File: config.mk
export PLATFORM = sky130hd
export DESIGN_NAME = nac_insn_assembler
export DESIGN_NICKNAME = d
export VERILOG_FILES = /design/src/rtl/nac_insn_assembler_pkg.sv /design/src/rtl/nac_len_decode.sv /design/src/rtl/nac_insn_assembler.sv
export SDC_FILE = /design/constraint.sdc
export NUM_CORES = 1
export LEC_CHECK = 0
export BUFFER_PORTS_ARGS = -buffer_cell sky130_fd_sc_hd__buf_4
export CAP_MARGIN = 15
export CORE_UTILIZATION = 49
export DETAILED_ROUTE_END_ITERATION = 10
export PLACE_DENSITY_LB_ADDON = 0.05
export SYNTH_ARGS = -nofsm -noshare
export SYNTH_HDL_FRONTEND = slang
export SYNTH_SLANG_ARGS = --single-unit
File: constraint.sdc
create_clock -name clk -period 2.1 [get_ports clk]
set_input_delay 0.42 -clock clk [delete_from_list [all_inputs] [get_ports clk]]
set_output_delay 0.42 -clock clk [all_outputs]
set_load 0.01 [all_outputs]
File: src/rtl/nac_insn_assembler_pkg.sv
// Shared definitions for the NAC instruction assembler.
//   NAC_MAX_OPERANDS : default operand capacity of an instruction
//   len_cls_e        : opcode[7:6] length classes
//   state_e          : assembler FSM states
//   opc_class()      : extracts the length class from an opcode byte
package nac_insn_assembler_pkg;

  localparam int NAC_MAX_OPERANDS = 8;

  typedef enum logic [1:0] {
    CLS_NONE = 2'b00,  // no operands
    CLS_ONE  = 2'b01,  // one operand
    CLS_TWO  = 2'b10,  // two operands
    CLS_EXPL = 2'b11   // next byte carries the operand count
  } len_cls_e;

  typedef enum logic [2:0] {
    ST_OPC  = 3'd0,
    ST_LEN  = 3'd1,
    ST_OPER = 3'd2,
    ST_OUT  = 3'd3,
    ST_ERR  = 3'd4
  } state_e;

  function automatic len_cls_e opc_class(input logic [7:0] opc);
    return len_cls_e'(opc[7:6]);
  endfunction

endpackage

File: src/rtl/nac_len_decode.sv
// Combinational length decoder for the NAC instruction assembler.
// The same incoming byte is interpreted both as an opcode and as an
// explicit-length byte; the FSM picks whichever view matches its state.
//   byte_i    : byte returned by the fetcher
//   cls_o     : length class when byte_i is an opcode
//   opc_cnt_o : implied operand count for classes 00/01/10 (0 for 11)
//   len_cnt_o : operand count when byte_i is an explicit length byte
//   len_err_o : explicit length is illegal (upper nibble set or > MAX)
module nac_len_decode
  import nac_insn_assembler_pkg::*;
#(
  parameter int MAX_OPERANDS = NAC_MAX_OPERANDS
) (
  input  logic [7:0] byte_i,
  output len_cls_e   cls_o,
  output logic [3:0] opc_cnt_o,
  output logic [3:0] len_cnt_o,
  output logic       len_err_o
);

  always_comb begin
    cls_o = opc_class(byte_i);
    unique case (cls_o)
      CLS_ONE: opc_cnt_o = 4'd1;
      CLS_TWO: opc_cnt_o = 4'd2;
      default: opc_cnt_o = 4'd0;
    endcase
    len_cnt_o = byte_i[3:0];
    len_err_o = (byte_i[7:4] != 4'd0) || (int'(byte_i[3:0]) > MAX_OPERANDS);
  end

endmodule

File: src/rtl/nac_insn_assembler.sv
// NAC instruction assembler: pulls bytes one at a time from the byte
// fetcher, builds opcode + 0..MAX_OPERANDS operands and hands the result
// to the execution FSM over valid/ready.
// Optional feature macro: NAC_INSN_PC_EN adds the insn_pc port and a byte
// PC loaded from start_addr on flush.
// Ports:
//   clk, rst_n            : clock, async active-low reset
//   flush                 : abort current instruction (shared with fetcher)
//   start_addr            : flush target address (PC feature only)
//   fetch_busy            : fetcher has no byte available, hold requests
//   byte_req / byte_data / byte_valid : one-byte request/response
//   insn_valid / insn_ready           : instruction handshake
//   insn_opcode, insn_len, insn_operands : assembled instruction
//   insn_err              : one-cycle pulse on illegal explicit length
//   insn_pc               : opcode byte address (NAC_INSN_PC_EN)
module nac_insn_assembler
  import nac_insn_assembler_pkg::*;
#(
  parameter int MAX_OPERANDS = NAC_MAX_OPERANDS
) (
  input  logic                      clk,
  input  logic                      rst_n,
  input  logic                      flush,
  input  logic [31:0]               start_addr,
  input  logic                      fetch_busy,
  output logic                      byte_req,
  input  logic [7:0]                byte_data,
  input  logic                      byte_valid,
  output logic                      insn_valid,
  input  logic                      insn_ready,
  output logic [7:0]                insn_opcode,
  output logic [3:0]                insn_len,
  output logic [8*MAX_OPERANDS-1:0] insn_operands,
  output logic                      insn_err
`ifdef NAC_INSN_PC_EN
  ,
  output logic [31:0]               insn_pc
`endif
);

  state_e   state_q, state_d;
  logic     out_q, out_d;      // a byte request is outstanding
  logic     req_q, req_d;
  logic     err_q, err_d;
  logic [7:0] opc_q, opc_d;
  logic [3:0] len_q, len_d;
  logic [3:0] rem_q, rem_d;
  logic [MAX_OPERANDS-1:0][7:0] ops_q, ops_d;

  len_cls_e   cls;
  logic [3:0] opc_cnt, len_cnt, idx;
  logic       len_err, bv;

  nac_len_decode #(.MAX_OPERANDS(MAX_OPERANDS)) u_len_decode (
    .byte_i    (byte_data),
    .cls_o     (cls),
    .opc_cnt_o (opc_cnt),
    .len_cnt_o (len_cnt),
    .len_err_o (len_err)
  );

  // Only a byte answering our own request counts; stray valids and the
  // flush-cycle byte are dropped.
  assign bv  = byte_valid && out_q && !flush;
  assign idx = len_q - rem_q;

  // State register
  always_ff @(posedge clk or negedge rst_n) begin
    if (!rst_n) state_q <= ST_OPC;
    else        state_q <= state_d;
  end

  // Next-state logic
  always_comb begin
    state_d = state_q;
    if (flush) begin
      state_d = ST_OPC;
    end else begin
      unique case (state_q)
        ST_OPC: if (bv) begin
          unique case (cls)
            CLS_NONE: state_d = ST_OUT;
            CLS_EXPL: state_d = ST_LEN;
            default:  state_d = ST_OPER;
          endcase
        end
        ST_LEN: if (bv) begin
          if (len_err)              state_d = ST_ERR;
          else if (len_cnt == 4'd0) state_d = ST_OUT;
          else                      state_d = ST_OPER;
        end
        ST_OPER: if (bv && rem_q == 4'd1) state_d = ST_OUT;
        ST_OUT:  if (insn_ready) state_d = ST_OPC;
        ST_ERR:  state_d = ST_ERR;
        default: state_d = ST_OPC;
      endcase
    end
  end

  // Output logic
  always_comb begin
    insn_valid = (state_q == ST_OUT);
  end

  // Datapath / request next-state
  always_comb begin
    opc_d = opc_q;
    len_d = len_q;
    rem_d = rem_q;
    ops_d = ops_q;
    err_d = 1'b0;
    // Request is decided from the next state so a new byte can be asked
    // for in the same cycle the previous one lands (one byte / 2 cycles).
    req_d = !flush && !fetch_busy && (!out_q || bv) &&
            (state_d inside {ST_OPC, ST_LEN, ST_OPER});
    out_d = out_q;
    if (bv)    out_d = 1'b0;
    if (req_d) out_d = 1'b1;
    if (flush) begin
      out_d = 1'b0;
      len_d = 4'd0;
      rem_d = 4'd0;
      ops_d = '0;
    end else begin
      unique case (state_q)
        ST_OPC: if (bv) begin
          opc_d = byte_data;
          len_d = opc_cnt;
          rem_d = opc_cnt;
        end
        ST_LEN: if (bv) begin
          if (len_err) begin
            err_d = 1'b1;
          end else begin
            len_d = len_cnt;
            rem_d = len_cnt;
          end
        end
        ST_OPER: if (bv) begin
          for (int i = 0; i < MAX_OPERANDS; i++)
            if (idx == 4'(i)) ops_d[i] = byte_data;
          if (rem_q != 4'd0) rem_d = rem_q - 4'd1;
        end
        ST_OUT: if (insn_ready) ops_d = '0;
        default: ;
      endcase
    end
  end

  always_ff @(posedge clk or negedge rst_n) begin
    if (!rst_n) begin
      out_q <= 1'b0;
      req_q <= 1'b0;
      err_q <= 1'b0;
      opc_q <= 8'd0;
      len_q <= 4'd0;
      rem_q <= 4'd0;
      ops_q <= '0;
    end else begin
      out_q <= out_d;
      req_q <= req_d;
      err_q <= err_d;
      opc_q <= opc_d;
      len_q <= len_d;
      rem_q <= rem_d;
      ops_q <= ops_d;
    end
  end

  assign byte_req      = req_q;
  assign insn_err      = err_q;
  assign insn_opcode   = opc_q;
  assign insn_len      = len_q;
  assign insn_operands = ops_q;

`ifdef NAC_INSN_PC_EN
  logic [31:0] pc_q, ipc_q;

  always_ff @(posedge clk or negedge rst_n) begin
    if (!rst_n) begin
      pc_q  <= 32'd0;
      ipc_q <= 32'd0;
    end else if (flush) begin
      pc_q <= start_addr;
    end else if (bv) begin
      pc_q <= pc_q + 32'd1;
      if (state_q == ST_OPC) ipc_q <= pc_q;
    end
  end

  assign insn_pc = ipc_q;
`else
  logic unused_start_addr;
  assign unused_start_addr = ^start_addr;
`endif

endmodule
==> summary by stage, run 1 <==
Placed design
The weighted congestion at the end of routability-driven global placement is roughly 0.92. The final HPWL from detailed placement is 11.4 mm. The count of port buffers added during placement is between 90 and 100.

Synth
The cell with the most instances after synthesis is dfrtp_1. The Yosys step of the flow raised 0 warnings. Summing the areas of all and, or, nand and nor instances in the mapped netlist gives 27.7% of the synthesized area.

For this run, the register share of the synthesized area comes to 40.9%. The share of the synthesized area in compound gates (AO/OA/AOI/OAI) is around a fifth. Of all cell types, the one taking the most synthesized area is dfrtp_1. The post-synthesis net count is 646.

After Yosys synthesis, full adders, half adders and majority gates account for around 2.5% of the synthesized area. By area, the combinational part of the netlist is dominated by simple AND/OR/NAND/NOR gates. After synthesis, the largest area contributor takes up 40.9% of total cell area. The share of synthesized registers carrying an async set or reset is 100%. In the post-synthesis netlist, the biggest area contributors are dfrtp_1, a41oi_1, nor3b_1. The flop and latch count out of synthesis is 86. The synthesized instance count is slightly below 600. By count the netlist is led by dfrtp_1, nand2_1, o21ai_1. The multiplexer share of the synthesized area is 2.55%. For this run, the leading register cell type out of synthesis is dfrtp_1.

The mean instance size in the synthesized netlist is just under 9 um2. The number of flops mapped to enable cells by yosys is 0. The cell area that synthesis handed to floorplanning was 5260 um2. Summing the areas of all xor and xnor instances in the mapped netlist gives 0.666% of the synthesized area.

The synthesized netlist contains 56 unique library cells.

Worst setup path
The longest individual stage delay on the worst path is roughly 0.38 ns. At the worst endpoint, the arrival time is ~2.5 ns. By instance count, the cell type seen most on the critical path is buf_6. The class of the most critical setup path is reg2reg. The signal on the critical path passes through inv_1 -> ha_2 -> fa_2 -> xnor2_2 -> nand2b_1 -> buf_6 -> buf_12 -> nor4_4 -> buf_6 -> o21ai_1. At the worst endpoint, the required time is between 2 and 2.5 ns. The worst register-to-register path has a setup slack of -0.11 ns.

The cell with the largest stage delay on the worst path is fa_2. The maximum fanout count along the critical path is 8. The worst setup path is captured at a flip-flop. STA classifies the critical path startpoint as a flip-flop.

Final layout
The signed area change from the synthesized netlist to the final layout is 39.2%. The number of nets in the final layout is 782. The count of inserted antenna diode cells is 0. The post-route netlist has 34.3% of its cells at a drive strength greater than 1. The final core utilization is a little over 70%. After filler insertion, the fill cell instance count of the layout stands at 807. The multi-input combinational cells in the finished layout cover a total of 3150 um2. Registers take 2150 um2.

Timing
In the post-route analysis, the smallest setup slack over all paths is -0.109 ns. In the final timing run, aggregate negative setup slack is -0.697 ns. The final-report max-slew violation count is 0. The worst slew margin relative to its limit is 62.5%. Hold is met by ~0.017 ns.

Setup violations remaining at the end of the flow were counted as 9. Setup repair after global routing could not meet its margin everywhere. The share of the cycle needed by the critical path after routing is 105%.

The highest attainable clock frequency is 453 MHz. The worst clock skew is 0.0118 ns. The hold violation total from the final report was 0.

For the finished layout, the period the worst path requires is between 2 and 2.5 ns. The slew at the pin closest to its max-slew limit is 0.562 ns.

CTS
The clock net in this run drives a total of 86 sinks. The clock-pin slew of the registers on the worst-case setup and hold paths is approximately 0.1 ns. Clock latency on the worst-skew pair, taken at its later pin, is 0.38 ns. Buffers inserted during clock tree synthesis total 9. The clock tree buffer depth is 2. The number of levels in the clock H-tree is 3. The clock tree from TritonCTS is built. The number of hold-repair buffers added at the cts stage is 0. Clock tree synthesis selected as its root buffer the cell clkbuf_8.

Drt
The total iterations of the first detailed-routing run is 5. The count of nets left with antenna violations once routing finished came out at 0. Summed over all layers, the routed wires come to 18.5 mm.

The violation count after the first detailed-route iteration is about 560. The total via count in the routed design is 5651. In the final routed layout, each cell accounts on average for between 20 and 25 um. After detailed routing, the number of remaining DRC violations is 0. In the routed layout, each cell is associated on average with a via count of 6.52.

Floorplanning
The placeable core area is 10400 um2. The number of I/O pins is 125. The row count is 37. The starting density of the core is 50.7%. The floorplan step defined a die boundary enclosing 11100 um2.

Measured along the y axis, the die boundary spans 106 um. The die is 106 um wide.

GRT
The total overflow left after global routing is 0. The global-route wire length before repair is 27.4 mm. The number of global-route vias before repair is 5030. Entering global routing, the biggest net connects 65 pins. Global routing consumed, over all layers together, 31.3% of the routing resources. The initial antenna violation count is 0.

Worst hold path
The class of the worst hold path is in2async.

Power
VDD sags by at most 0.567 mV. The analysis attributes to cell leakage a power of 3.16 nW. The switching power as a share of total power is 37.3%. Summed over all nets, the switching power comes to between 1.5 and 2 mW. The share of total power in the clock network is ~26%. The internal portion of the total power is approximately 3.1 mW.

The power per unit of standard cell area is 673 nW/um2. The combinational fraction of design power is 38.6%. The share of power burned in registers is 35.7%.

Status
The checks that failed: negative setup slack. The run finished, with violations left.

Job
The total of max-cap violations is 0.
==> what timing repair did <==
item	CTS	global route
gates cloned	1	4
pin swaps	9	33
buffers inserted	13	13
setup endpoints to repair	60	64
gates resized for setup	19	49
==> placed cells by master (no fill, tap or decap), types with 7 or more instances in the layout <==
| cell | instances |
|---|---|
| a41oi_1 | 53 |
| nor3b_1 | 55 |
| clkbuf_8 | 10 |
| dfrtp_1 | 86 |
| buf_12 | 10 |
| inv_1 | 14 |
| o41ai_2 | 7 |
| nor2_1 | 47 |
| ha_1 | 7 |
| and2_1 | 13 |
| o21ai_1 | 41 |
| nand2_1 | 77 |
| mux2_1 | 11 |
| buf_6 | 12 |
| o21ai_2 | 19 |
| nor4_4 | 7 |
| buf_4 | 149 |
| nand4_1 | 10 |
| nand3_1 | 22 |
==> metrics by stage <==
step                      std cells  cell area [um2]  power, mW  setup WS [ns]
after floorplan                 590             5290       2.53        0.00227
after global placement          822             6460       3.16         -0.223
after detailed placement        822             6460       3.18         -0.344
after CTS                       852             6920       4.62        -0.0247
after global routing            867             7320       5.07         -0.212
final                           867             7320       4.92         -0.109
==> cells by family after synthesis <==
| kind of cell | after synthesis |
|---|---|
| AOI/OAI and AO/OA | 151 |
| xor gates and xnor gates | 4 |
| adders and majority gates | 10 |
| buffers and inverters | 66 |
| DFF | 86 |
| muxes | 12 |
| and+or+nand+nor | 261 |
==> power by group through the flow <==
stage	clock network, mW	logic (mW)	registers [mW]
floorplan	0	0.720	1.81
global placement	0	1.38	1.79
detailed placement	0	1.39	1.79
CTS	1.26	1.60	1.76
global route	1.33	1.98	1.77
finish	1.27	1.90	1.76
==> state kept, by name, indices dropped and copies added, names as in the netlist <==
name / cells
byte_req: 1
insn_err: 1
insn_len: 4
insn_opcode: 8
insn_operands: 64
out_q: 1
rem_q: 4
state_q: 3
==> metal layers <==
metal	GRT usage [%]	wire length (um)	vias to the layer above
met5	0	0	-
met4	12.8	535	0
met3	5.81	1760	56
met2	45.5	8330	339
met1	45.9	7890	2795
li1	-	-	2461
==> layout make-up <==
| class | instances | area share, % |
|---|---|---|
| multi-input cells | 438 | 43.1 |
| flip-flops and latches | 86 | 29.4 |
| repair buffers | 176 | 21.5 |
| well taps | 136 | 2.33 |
| clock buffers | 10 | 1.88 |
| clock inverters | 6 | 0.923 |
| inverters | 15 | 0.838 |
==> worst max-delay path: cells and delay by family, from the launching register on <==
kind / cells / cell delay, ns
adders and majority gates: 2 / 0.56
buffers and inverters: 4 / 0.52
and+or+nand+nor: 2 / 0.39
DFF: 1 / 0.35
xor gates and xnor gates: 1 / 0.19
AOI/OAI and AO/OA: 1 / 0.09
==> path summary, 6_finish.rpt <==
check                                           startpoint                            end  depth (start not counted)
worst min-delay path                                 rst_n  insn_operands[55]$_DFFE_PN0P_                          1
worst max-delay path               insn_len[0]$_DFFE_PN0P_  insn_operands[40]$_DFFE_PN0P_                         10
worst max register to register     insn_len[0]$_DFFE_PN0P_  insn_operands[40]$_DFFE_PN0P_                         10
worst min register to register  insn_opcode[1]$_DFFE_PN0P_     insn_opcode[1]$_DFFE_PN0P_                          1
min in group clk                                fetch_busy             byte_req$_DFF_PN0_                          4
max in group asynchronous                            rst_n  insn_operands[10]$_DFFE_PN0P_                          2
No activity file was read; power rests on OpenSTA's default activity.
==> run 2, diff against run 1 <==
--- a/config.mk
+++ b/config.mk
@@ -10,6 +10,7 @@
 export CORE_UTILIZATION = 49
 export DETAILED_ROUTE_END_ITERATION = 10
 export PLACE_DENSITY_LB_ADDON = 0.05
+export SETUP_SLACK_MARGIN = 0.02
 export SYNTH_ARGS = -nofsm -noshare
 export SYNTH_HDL_FRONTEND = slang
 export SYNTH_SLANG_ARGS = --single-unit
==> run 2 against run 1 <==
Compared with the run above: the run ends with negative hold slack, negative setup slack left; worst hold slack worse by 0.028 ns; utilization up 0.46 points; via count shrank 3.7%; die area unchanged; non-clock buffer count down 8; flip-flop and latch count unchanged; routed wire length decreased by 6.3%; first-iteration DRC count is 5.7% lower; combinational power barely moved; sequential share of layout area fell by 0.17 points; critical endpoint is now insn_operands[18]$_DFFE_PN0P_; largest cell class unchanged.
==> summary by stage, run 2 (synthesis results as in run 1) <==
Timing
The final-report max-slew violation count is 0. The final count of negative-setup-slack endpoints is 15. The hold violation total from the final report is 4. Setup repair after global routing could not meet its margin everywhere. The worst slew margin relative to its limit is 53.0%. Based on the critical path, the design can be clocked at up to 468 MHz.

The final worst setup slack is -0.0367 ns. The worst clock skew is between 0.01 and 0.015 ns. Across all hold checks on the routed design, the worst slack comes to -0.0110 ns. The routed design could run at a clock period as short as between 2 and 2.5 ns. At the pin with the least slew margin, the transition time is 0.699 ns. The share of the cycle needed by the critical path after routing is 102%.

Drt
The total iterations of the first detailed-routing run is 5. The total via count in the routed design is 5441. The DRC violation count after routing is 0. Using the TritonRoute via totals, the vias-per-cell ratio works out to ~6.3.

The count of nets left with antenna violations after detail routing is 0. The violation count after the first detailed-route iteration is 526. The total wire length after detailed routing is 17.3 mm. The routed length per placed instance is 20.2 um.

Worst setup path
STA classifies the critical path startpoint as a flip-flop. The class of the most critical setup path is reg2reg. STA classifies the critical path endpoint as a flip-flop. The critical path required time is around 2.3 ns. The signal arrival time at the worst endpoint is ~2.4 ns.

The maximum fanout count along the critical path is 7. The worst register-to-register path has a depth of 8.

Floorplanning
The area enclosed by the die boundary is 11100 um2. The x dimension of the die is 106 um. Measured along the y axis, the die boundary spans around 110 um. The placeable core area is 10400 um2. The row count is 37.

For this design the top-level I/O count stands at approximately 130. The initial utilization of the core area, before any placement, comes to 50.7%.

CTS
The number of hold-repair buffers added at the cts stage is 0. The number of sinks on the clock net is between 80 and 90. Counting the buffers created by CTS gives 9.

The clock latency reported for the late side of the worst-skew pair is around 0.37 ns. The library cell used as clock root buffer is clkbuf_8. The number of levels in the clock H-tree is 3. The longest clock path from root to sink contains 2 buffers.

The clock tree from TritonCTS is built. Clock-pin slew was measured on the worst setup and hold paths at 0.09 ns.

Final layout
From synthesis to final layout, the design area changed by 40.1%. The flip-flop count of the largest register, all copies and words added is 64. In the layout the commonest cells are buf_4, dfrtp_1, nand2_1.

The most common cell after layout, fill and taps aside is buf_4. The count of inserted antenna diode cells is 0. After the last flow step, the layout net total stands at 775. The share of layout cells above drive strength 1 is 36.5%.

Worst hold path
The class of the worst hold path is in2async.

Placed design
Prior to clock tree synthesis, the placed netlist has a worst setup slack of -0.231 ns. During placement, the flow inserted port buffers numbering 92. The weighted congestion at the end of routability-driven global placement is 0.853. The final HPWL from detailed placement is about 11 mm.

GRT
The first global-routing pass estimated 27.4 mm of wire. Entering global routing, the biggest net connects 65 pins. The initial antenna violation count was 0. For this run, the total global-route usage over all layers was measured as 31.5%. The number of global-route vias before repair is 5001. After global routing the overflow that remains totals 0.

Status
The checks that failed: negative hold slack, negative setup slack. The run finished, with violations left.

Power
The cell leakage power is 3.12 nW. The worst-case IR drop observed on VDD is 0.503 mV. Dividing total power by cell area gives a power density of 675 nW/um2.

Job
Max-cap violations in this run came to 0.
run 2: area by class of cell:
| type | instances | area [um2] |
|---|---|---|
| Clock inverter | 4 | 51.3 |
| Timing Repair Buffer | 168 | 1500 |
| Tap cell | 136 | 170 |
| Clock buffer | 12 | 165 |
| Sequential cell | 86 | 2150 |
| Fill cell | 791 | 3010 |
| Multi-Input combinational cell | 439 | 3260 |
| Inverter | 15 | 58.8 |
run 2: repair_timing:
item                                    4_1_cts  5_1_grt
setup buffers                                10        7
endpoints found under the setup margin       63       64
gates resized for setup                      29       66
pin swaps                                    14       23
gates cloned                                  2        0
run 2: where the power goes:
group	leakage (nW)	switching, mW	total [mW]	internal (mW)
sequential	1.18	0.0406	1.76	1.72
combinational	1.83	1.13	1.93	0.799
clock	0.109	0.634	1.28	0.650
total	3.12	1.81	4.97	3.17
run 2: through the flow:
stage	TNS, ns	util (%)	power [mW]	cell area [um2]	std cells
after floorplan	0	-	2.55	5300	590
after global routing	-1.77	71.0	5.14	7360	860
final	-0.180	71.0	4.97	7360	860
after global placement	-2.75	63.0	3.18	6530	825
after detailed placement	-4.10	63.0	3.20	6530	825
after CTS	-0.249	67.6	4.72	7010	853
run 2: worst max-delay path, cell delays in order, from the launching register on:
cell	delay (ns)
dfrtp_1	0.40
inv_1	0.07
ha_2	0.19
fa_2	0.49
buf_6	0.15
buf_12	0.14
nor4_4	0.30
buf_4	0.21
o21ai_1	0.06
run 2: final timing paths:
check | startpoint | to | slack (ns)
worst max-delay path | insn_len[0]$_DFFE_PN0P_ | insn_operands[18]$_DFFE_PN0P_ | -0.04
worst min-delay path | rst_n | rem_q[3]$_DFFE_PN0P_ | -0.01
worst max register to register | insn_len[0]$_DFFE_PN0P_ | insn_operands[18]$_DFFE_PN0P_ | -0.04
worst min register to register | insn_opcode[2]$_DFFE_PN0P_ | insn_opcode[2]$_DFFE_PN0P_ | 0.50
max in group asynchronous | rst_n | insn_operands[18]$_DFFE_PN0P_ | 1.49
min in group clk | byte_data[5] | insn_opcode[5]$_DFFE_PN0P_ | 0.32
run 2: layer usage:
| layer | GRT usage (%) | part of all wire, % | vias to the layer above | wire (um) |
|---|---|---|---|---|
| li1 | - | - | 2466 | - |
| met1 | 47.5 | 45 | 2689 | 7850 |
| met2 | 46.5 | 46 | 263 | 8000 |
| met3 | 4.70 | 7.4 | 23 | 1280 |
| met4 | 9.52 | 1.2 | 0 | 216 |
| met5 | 0 | 0 | - | 0 |
==> run 3, diff against run 2 <==
--- a/config.mk
+++ b/config.mk
@@ -7,7 +7,9 @@
 export LEC_CHECK = 0
 export BUFFER_PORTS_ARGS = -buffer_cell sky130_fd_sc_hd__buf_4
 export CAP_MARGIN = 15
-export CORE_UTILIZATION = 49
+export CORE_ASPECT_RATIO = 0.9
+export CORE_UTILIZATION = 35
+export CTS_BUF_LIST = sky130_fd_sc_hd__clkbuf_8 sky130_fd_sc_hd__clkbuf_16
 export DETAILED_ROUTE_END_ITERATION = 10
 export PLACE_DENSITY_LB_ADDON = 0.05
 export SETUP_SLACK_MARGIN = 0.02
==> run 3 against run 2 <==
Compared with the run above: the run now ends clean; critical path type unchanged; worst setup slack improved by 0.071 ns; critical endpoint is now insn_operands[13]$_DFFE_PN0P_; die area rose by 39%; via count fell by 2.8%; global-route usage down 8.0 points; clock power grew 34%; highest routed layer unchanged; count of clock-buffer cells in the layout is 1 lower.
==> summary by stage, run 3 (synthesis results as in run 1) <==
Timing
The final count of negative-setup-slack endpoints is 0. The hold violation total from the final report came to 0. Dividing the final minimum period by the clock period gives 98.4%. The highest attainable clock frequency is just under 500 MHz. Adding up every negative setup slack in the final design gives 0 ns. The worst slew margin relative to its limit is 63.8%.

The clock arrives with 0.00490 ns of skew. The final-report max-slew violation count is 0. The slew at the pin closest to its max-slew limit is roughly 0.54 ns. Setup repair after global routing could not meet its margin everywhere.

The final critical-path required period is between 2 and 2.5 ns.

Final layout
The repair_antennas step left the layout with diodes totalling 0. From synthesis to final layout, the design area changed by 41.7%. Fill cells in the final layout number 1418.

At the end of the flow, the number of nets in the layout was just under 800. The library cells used most frequently in the layout, excluding fill and tap cells, are buf_4, dfrtp_1, nand2_1. The library cell used most frequently in the layout, excluding fill and tap cells, is buf_4. The post-route cell area is 7450 um2.

The final core utilization is ~51%. The share of layout cells above drive strength 1 is a little over a third. The register with the most flip-flops in the layout has 64 of them.

Floorplanning
The row count is 42. The x dimension of the die is 131 um. The area enclosed by the die boundary is 15500 um2. The number of I/O pins is 125. The placeable core area is 14700 um2. The initial utilization of the core area, before any placement, comes to a little over a third. From bottom edge to top edge, the die measures 118 um.

Worst setup path
The element type at the critical path start is a flip-flop. The number of cells on the worst reg-to-reg path is 7. The worst register-to-register path begins at insn_len[1]$_DFFE_PN0P_. The maximum fanout count along the critical path is 6.

The critical path is of the reg2reg type. The critical path required time is between 2 and 2.5 ns. The signal arrival time at the worst endpoint is 2.28 ns. The worst setup path is captured at a flip-flop. In this run the register-to-register setup slack is 0.03 ns. In this run the critical register-to-register path is captured at insn_operands[13]$_DFFE_PN0P_.

Placed design
Port buffering added 92 buffers. The weighted congestion at the end of routability-driven global placement is 0.835. The final HPWL from detailed placement is approximately 12 mm.

The cell area reported after detailed placement is 6660 um2.

Drt
After the first detailed-routing iteration, the DRC count stood at 367. The first detailed-routing pass ran for 6 iterations. The total via count in the routed design is 5286. For this block, the routed nets add up to 18.0 mm of wire. The count of nets left with antenna violations after detail routing is 0. The DRC violation count after routing is 0.

Dividing the detail-routed via count by the number of cells gives 5.74. In the final routed layout, each cell accounts on average for between 15 and 20 um.

GRT
The remaining global-route overflow is 0. Entering global routing, the biggest net connects ~40 pins. The overall global routing resource usage is 23.5%. The initial antenna violation count is 0.

The global-route wire length before repair is approximately 29 mm. The number of global-route vias before repair is 5039.

CTS
The library cell used as clock root buffer is clkbuf_16. The clock-pin slew of the registers on the worst-case setup and hold paths is about 0.070 ns. The number of levels in the clock H-tree is 3. The number of sinks on the clock net is between 80 and 90. No sink is reached through more buffers than the 2 on the longest clock path.

Buffers inserted during clock tree synthesis total 9. The clock tree from TritonCTS is built. At the later pin of the worst-skew pair, clock insertion delay measures 0.35 ns.

Worst hold path
The worst hold path passes through 2 cells. The worst hold path belongs to the class in2reg. The worst hold path begins at byte_data[4]. The endpoint of the worst hold-timing path is insn_opcode[4]$_DFFE_PN0P_.

Status
The flow ran to the end, and the final reports show no timing, DRC or antenna violations.

Power
The cell leakage power is between 3 and 4 nW. The worst voltage drop across the vdd grid is 0.517 mV. Dividing total power by cell area gives a power density of 687 nW/um2. Summing internal, switching and leakage power gives 5.12 mW.

Job
The total of max-cap violations is 0.
-- run 3: cell count changes in the layout (fill, tap and decap cells not counted), sizes merged --
cell	delta
clkinv	+1
bufbuf	-1
dlygate4sd3	+1
buf	-2
-- run 3: per-stage QoR --
step | hold slack (ns) | setup WS (ns) | std cells
global route | 0.309 | -0.0983 | 921
floorplan | 0.124 | 0.0201 | 590
finish | 0.319 | 0.0346 | 921
CTS | 0.304 | 0.0209 | 917
global placement | 0.370 | -0.0543 | 898
detailed placement | 0.374 | -0.0974 | 898
-- run 3: worst max path at each step --
stage                                  from                             to
floorplan              rem_q[1]$_DFFE_PN0P_   insn_operands[0]$_DFFE_PN0P_
global placement    insn_len[0]$_DFFE_PN0P_   insn_operands[1]$_DFFE_PN0P_
detailed placement                    flush              out_q$_DFFE_PN0P_
CTS                    rem_q[1]$_DFFE_PN0P_  insn_operands[48]$_DFFE_PN0P_
global route        insn_len[0]$_DFFE_PN0P_  insn_operands[44]$_DFFE_PN0P_
finish              insn_len[1]$_DFFE_PN0P_  insn_operands[13]$_DFFE_PN0P_
-- run 3: layout make-up --
class                   count  area, um2  area share [%]
well taps                 198        248            3.32
flip-flops and latches     86       2150            28.9
inverters                  15       61.3           0.823
repair buffers            167       1430            19.1
clock inverters             5       56.3           0.756
clock buffers              11        253            3.39
multi-input cells         439       3260            43.7
-- run 3: layer usage --
layer,up-vias,track usage [%],routed length [um]
met1,2621,34.9,8730
met2,192,34.0,7940
met3,19,5.49,1070
met5,-,0,0
li1,2454,-,-
met4,0,5.37,261
-- run 3: worst max-delay path, stage by stage, from the launching register on --
cell,delay (ns)
dfrtp_1,0.42
ha_1,0.29
nor2b_1,0.15
o21ai_2,0.22
a21oi_4,0.17
clkbuf_16,0.21
o41ai_2,0.32
nand3_1,0.13
-- run 3: power by group --
group,total [mW],internal (mW),switching [mW]
logic,1.65,0.597,1.05
clock network,1.71,0.988,0.722
registers,1.76,1.72,0.0449
-- run 3: repair_timing --
| item | 4_1_cts | 5_1_grt |
|---|---|---|
| hold buffers | 1 | 0 |
| cloned | 1 | 1 |
| buffers inserted | 1 | 3 |
| pin swaps | 2 | 24 |
| endpoints found under the hold margin | 7 | 0 |
| resized for setup | 10 | 74 |
| setup endpoints to repair | 55 | 65 |
